<file path="src/rtl/mem_access_if.sv">
// Data-memory request/valid bus between the mem_access stage (master) and the memory (slave).
interface mem_access_if;
   logic        mem_en;
   logic        mem_wr;
   logic [15:0] mem_addr;
   logic [15:0] mem_wdata;
   logic [15:0] mem_rdata;
   logic        mem_valid;

   modport master (
      output mem_en, mem_wr, mem_addr, mem_wdata,
      input  mem_rdata, mem_valid
   );

   modport slave (
      input  mem_en, mem_wr, mem_addr, mem_wdata,
      output mem_rdata, mem_valid
   );
endinterface

</file>
<file path="src/rtl/mem_access.sv">
// Memory-access pipeline stage: word-aligned LW/SW over a variable-latency request/valid
// bus, stalling the PC while an access is outstanding and abandoning it after TIMEOUT waits.
module mem_access #(
   parameter int unsigned TIMEOUT = 15
) (
   input  logic                clk,
   input  logic                rst_n,
   input  logic [15:0]         aluResult,
   input  logic [15:0]         writeData,
   input  logic                MemRead,
   input  logic                MemWrite,
   input  logic                MemtoReg,
   mem_access_if.master        mem,
   output logic                stall,
   output logic [15:0]         wb_data,
   output logic                err
);
   typedef enum logic [1:0] {IDLE, REQ, WAIT, DONE} state_t;

   localparam logic [7:0] LAST_WAIT = 8'(TIMEOUT - 1);

   state_t      state_q, state_d;
   logic [7:0]  cnt_q;
   logic [15:0] rdata_q;
   logic        req;
   logic        start;
   logic        complete;
   logic        expire;

   assign req = MemRead | MemWrite;

   always_comb begin
      // NOTE: every signal written here gets a default first, so no path can infer a latch.
      state_d  = state_q;
      start    = 1'b0;
      complete = 1'b0;
      expire   = 1'b0;
      stall    = 1'b0;
      case (state_q)
         IDLE: begin
            stall = req;
            if (req) begin
               start   = 1'b1;
               state_d = REQ;
            end
         end
         REQ: begin
            stall   = 1'b1;
            state_d = WAIT;
         end
         WAIT: begin
            stall = 1'b1;
            // A completion in the last permitted wait cycle beats the timeout.
            if (mem.mem_valid) begin
               complete = 1'b1;
               state_d  = DONE;
            end else if (cnt_q == LAST_WAIT) begin
               expire  = 1'b1;
               state_d = DONE;
            end
         end
         DONE:    state_d = IDLE;
         default: state_d = IDLE;
      endcase
   end

   always_ff @(posedge clk or negedge rst_n) begin
      // NOTE: sequential state uses <= so every register updates from pre-edge values.
      if (!rst_n) state_q <= IDLE;
      else        state_q <= state_d;
   end

   always_ff @(posedge clk or negedge rst_n) begin
      if (!rst_n) begin
         mem.mem_en    <= 1'b0;
         mem.mem_wr    <= 1'b0;
         mem.mem_addr  <= '0;
         mem.mem_wdata <= '0;
         cnt_q         <= '0;
         rdata_q       <= '0;
         err           <= 1'b0;
      end else begin
         mem.mem_en <= start;
         if (start) begin
            mem.mem_addr  <= {aluResult[15:1], 1'b0};
            mem.mem_wdata <= writeData;
            mem.mem_wr    <= MemWrite;
         end

         if (start)
            cnt_q <= '0;
         else if (state_q == WAIT && cnt_q != 8'hFF)
            cnt_q <= cnt_q + 8'd1;

         if (complete && !mem.mem_wr)
            rdata_q <= mem.mem_rdata;
         else if (expire)
            rdata_q <= '0;

         // Conflicting LW+SW decode proceeds as a store but is still flagged.
         if (expire || (start && MemRead && MemWrite))
            err <= 1'b1;
      end
   end

   assign wb_data = MemtoReg ? rdata_q : aluResult;

endmodule
</file>
<file path="src/flat_wrapper.sv">
// flat-port wrapper written by rule: the top's interface ports become plain ports
module mem_access_flat 
#(
   parameter int unsigned TIMEOUT = 15
)
  (clk, rst_n, aluResult, writeData, MemRead, MemWrite, MemtoReg, stall, wb_data, err, mem_mem_en, mem_mem_wr, mem_mem_addr, mem_mem_wdata, mem_mem_rdata, mem_mem_valid);
  mem_access_if mem_i ();
  input  logic clk;
  input  logic rst_n;
  input  logic [15:0] aluResult;
  input  logic [15:0] writeData;
  input  logic MemRead;
  input  logic MemWrite;
  input  logic MemtoReg;
  output logic stall;
  output logic [15:0] wb_data;
  output logic err;
  output wire logic [$bits(mem_i.mem_en)-1:0] mem_mem_en;
  output wire logic [$bits(mem_i.mem_wr)-1:0] mem_mem_wr;
  output wire logic [$bits(mem_i.mem_addr)-1:0] mem_mem_addr;
  output wire logic [$bits(mem_i.mem_wdata)-1:0] mem_mem_wdata;
  input wire logic [$bits(mem_i.mem_rdata)-1:0] mem_mem_rdata;
  input wire logic [$bits(mem_i.mem_valid)-1:0] mem_mem_valid;
  assign mem_mem_en = mem_i.mem_en;
  assign mem_mem_wr = mem_i.mem_wr;
  assign mem_mem_addr = mem_i.mem_addr;
  assign mem_mem_wdata = mem_i.mem_wdata;
  assign mem_i.mem_rdata = mem_mem_rdata;
  assign mem_i.mem_valid = mem_mem_valid;
  mem_access #(.TIMEOUT(TIMEOUT)) u_core (.clk(clk), .rst_n(rst_n), .aluResult(aluResult), .writeData(writeData), .MemRead(MemRead), .MemWrite(MemWrite), .MemtoReg(MemtoReg), .mem(mem_i), .stall(stall), .wb_data(wb_data), .err(err));
endmodule
</file>
<file path="config.mk">
export PLATFORM = sky130hd
export DESIGN_NAME = mem_access_flat
export DESIGN_NICKNAME = d
export VERILOG_FILES = /design/src/rtl/mem_access_if.sv /design/src/rtl/mem_access.sv /design/src/flat_wrapper.sv
export SDC_FILE = /design/constraint.sdc
export NUM_CORES = 1
export LEC_CHECK = 0
export BUFFER_PORTS_ARGS = -buffer_cell sky130_fd_sc_hd__buf_2
export CAP_MARGIN = 30
export CELL_PAD_IN_SITES_DETAIL_PLACEMENT = 0
export CELL_PAD_IN_SITES_GLOBAL_PLACEMENT = 2
export CORE_AREA = 4 4 112 114
export CTS_CLUSTER_DIAMETER = 30
export DETAILED_ROUTE_END_ITERATION = 10
export DIE_AREA = 0 0 116 118
export PLACE_DENSITY = 0.79
export SYNTH_ARGS = -nofsm -noshare
export SYNTH_HDL_FRONTEND = slang
export SYNTH_SLANG_ARGS = --single-unit
</file>
<file path="constraint.sdc">
create_clock -name clk -period 1.6 [get_ports clk]
set_input_delay 0.08 -clock clk [delete_from_list [all_inputs] [get_ports clk]]
set_output_delay 0.08 -clock clk [all_outputs]
set_load 0.01 [all_outputs]
</file>
==> results.py <==
metrics = {
    "final_layout": {
        "area_growth_pct": 57.3,
        "fillers": 1119,
        "fin_area_mm2": 0.00460,
        "final_layout_size_suffix_gt1_frac": 0.412,
        "antennaDiodeCount": 0,
        "layout.nets": 519,
        "final_cell_mix": "nand2_1, buf_2, dfrtp_1, dlygate4sd3_1",
        "mostFrequentLayoutCell": "nand2_1",
    },
    "synth": {
        "yosysWarnings": 0,
        "postSynthAreaPerCell_um2": 10.1,
        "yosys-top-cells-area": "dfrtp_1, nand2_1, mux2_2",
        "ys_seq_area_frac": 0.513,
        "synth.top_cell.area_share": 0.513,
        "synth_top_area_cell": "dfrtp_1",
        "synth.distinct_cells": 43,
        "synth_fp_nets": 351,
        "syn_area_mm2": 0.00293,
        "synth_seq_cells": 60,
        "synthCells": 291,
    },
    "place": {
        "dp_hpwl_mm": 5.73,
        "io_buffers": 104,
        "gp_congestion": 0.832,
        "placed_cell_area_mm2": 0.00370,
    },
    "pwr": {
        "power_mw": 7.82,
        "p_seq_frac": 0.329,
        "p_sw_frac": 0.354,
        "p_switching_mw": 2.77,
        "pwr-share-clk": 0.264,
        "intPower_mw": 5.05,
        "ir_worst_vdd_uv": 624,
        "power-per-cell-area_mw_per_mm2": 1700,
        "power_frac_comb": 0.408,
        "leakage_nw": 2.30,
    },
    "timing": {
        "timing_hold_violations_final": 0,
        "finalSetupTns_ns": 0,
        "finClkSkew_ns": 0.0128,
        "maxSlewViolCount": 0,
        "fin_crit_ns": 1.54,
        "rsz0062_at_grt": "true",
        "setup_viol": 0,
        "timing.fmax_ghz": 0.650,
        "post-route-period-util": 0.962,
    },
    "min_path": {
        "worstHoldStart": "MemWrite",
        "hold_class": "primary input to flop",
    },
    "floorplanning": {
        "io_pins": 106,
        "start_util": 0.256,
        "rows": 39,
        "die_w_um": 116,
        "core_area_mm2": 0.0114,
        "die_area_mm2": 0.0137,
        "die-height_um": 118,
    },
    "worst_setup_path": {
        "reg2reg_from": "u_core.state_q[1]",
        "cpMostUsedCell": "buf_4",
        "max_stage_delay_ns": 0.39,
        "cp_max_fo": 7,
        "crit_buf_inv": 2,
        "cp-end-kind": "flop",
        "crit_slowest_cell": "dfrtp_1",
        "path_cells": "buf_4, ha_2, buf_4, and4_2, and3_2, nor3_2",
        "worstPathRequired_ns": 1.83,
        "worstSetupStartpointType": "flop",
        "worstSetupPathType": "flop to flop",
        "arrival_ns": 1.77,
        "startpoint": "u_core.state_q[1]",
        "path_delay_family": "simple AND/OR/NAND/NOR gates",
    },
    "route": {
        "drt_iter0_drc": 199,
        "dr.pass1.iters": 4,
        "drc_errors": 0,
        "vias": 2689,
        "via_per_inst": 4.43,
        "ant_nets": 0,
        "routed_wl_mm": 8.35,
        "post_drt_wl_per_cell_um": 13.8,
    },
    "global_route": {
        "grt_pass1_vias": 2678,
        "grt_pass1_wl_mm": 13.5,
        "grt_max_degree": 34,
        "antenna_found_initial": 0,
        "grt_util_all_layers": 0.124,
        "grt-ovfl-total": 0,
    },
    "clock_tree": {
        "tritoncts": "built",
        "h-tree-depth": 3,
        "clock_latency_ns": 0.32,
        "numCtsBuffers": 9,
        "path_clk_slew_ns": 0.06,
        "cts_buffer_depth": 2,
        "clockRootBuffer": "clkbuf_16",
        "clock-sinks": 60,
    },
    "outcome": {
        "status": "complete, no violations",
    },
    "flow_run": {
        "maxCapViolCount": 0,
    },
}
==> final cells by class <==
type | count | area [um^2] | share of cell area
Sequential cell | 60 | 1500 | 0.326
Inverter | 6 | 22.5 | 0.00489
Tap cell | 143 | 179 | 0.0389
Clock buffer | 13 | 280 | 0.0609
Clock inverter | 3 | 42.5 | 0.00924
Timing Repair Buffer | 174 | 1230 | 0.268
Multi-Input combinational cell | 208 | 1350 | 0.292
==> per-stage QoR <==
step / hold slack [ns] / worst slack (ns) / std cells / util
final: 0.0421 / 0.0607 / 607 / 0.403
after global routing: 0.0597 / -0.0113 / 607 / 0.403
after CTS: 0.0266 / 0.00275 / 604 / 0.397
after detailed placement: 0.0705 / 0.0477 / 537 / 0.324
after global placement: 0.0674 / 0.0695 / 537 / 0.324
after floorplan: -0.216 / 0.0327 / 291 / -
==> layer usage <==
metal	vias to the layer above	global-route usage	wire length [um]
met5	-	0	0
met4	0	0.0399	105
met3	10	0.0288	526
met2	81	0.198	4050
met1	1277	0.163	3670
li1	1321	-	-
==> cells in the mapped netlist (all sizes together) <==
library cell and number:
a2111oi 1, a211o 1, a211oi 5, a21oi 3, a311o 1, a31oi 1, a41oi 1, and3 2
and3b 1, and4 2, and4b 1, and4bb 1, buf 10, clkbuf 6, conb 1, dfrtp 60
dlygate4sd1 1, ha 6, inv 6, mux2 16, mux2i 2, nand2 119, nand2b 2, nand3 4
nand3b 1, nand4 5, nor2 4, nor3 5, nor3b 2, nor4b 1, o21ai 2, o21ba 1
o2bb2ai 16, or3b 1
==> cell families (layout without fill, tap and decap cells) <==
| logic type | count (synthesis) | in the layout | synth area share |
|---|---|---|---|
| and+or+nand+nor | 151 | 151 | 0.231 |
| adders and majority gates | 6 | 6 | 0.0256 |
| DFF | 60 | 60 | 0.513 |
| AOI/OAI and AO/OA | 32 | 32 | 0.112 |
| muxes | 18 | 18 | 0.0684 |
| buffers and inverters | 23 | 196 | 0.0487 |
| other | 1 | 1 | 0.00128 |
==> tightest hold or removal path, cell delays in order <==
cell	delay (ns)
buf_2	0.13
nand2_1	0.07
nand2_1	0.04
==> registers in the layout, summed over array words and instances (netlist names) <==
signal / cells
u_core.mem.mem_en: 1
u_core.cnt_q: 8
u_core.err: 1
u_core.rdata_q: 16
u_core.mem.mem_wdata: 16
u_core.state_q: 2
u_core.mem.mem_wr: 1
u_core.mem.mem_addr: 15
==> final timing paths <==
check	slack [ns]	to	cells past startpoint
hold / removal	0.04	u_core.mem.mem_wr	3
setup reg to reg	0.06	u_core.cnt_q[4]	6
min in group asynchronous	0.26	u_core.state_q[1]	2
hold reg to reg	0.47	u_core.mem.mem_addr[8]	2
setup / recovery	0.06	u_core.cnt_q[4]	6
max in group asynchronous	0.79	u_core.mem.mem_wdata[15]	3
==> power groups by stage <==
stage          clock network [mW]  logic (mW)  registers (mW)
2_1_floorplan                   0        1.54            2.71
3_5_place_dp                    0        2.93            2.59
4_1_cts                      2.12        3.09            2.57
5_1_grt                      2.19        3.56            2.66
6_report                     2.06        3.19            2.57
3_3_place_gp                    0        2.88            2.57
==> repair_timing <==
item / CTS / global route
setup endpoints to repair: 1 / 23
setup buffers: 3 / 3
resized for setup: 4 / 10
hold endpoints to repair: 64 / 0
hold buffers: 48 / 0
No activity file was read; power rests on OpenSTA's default activity.
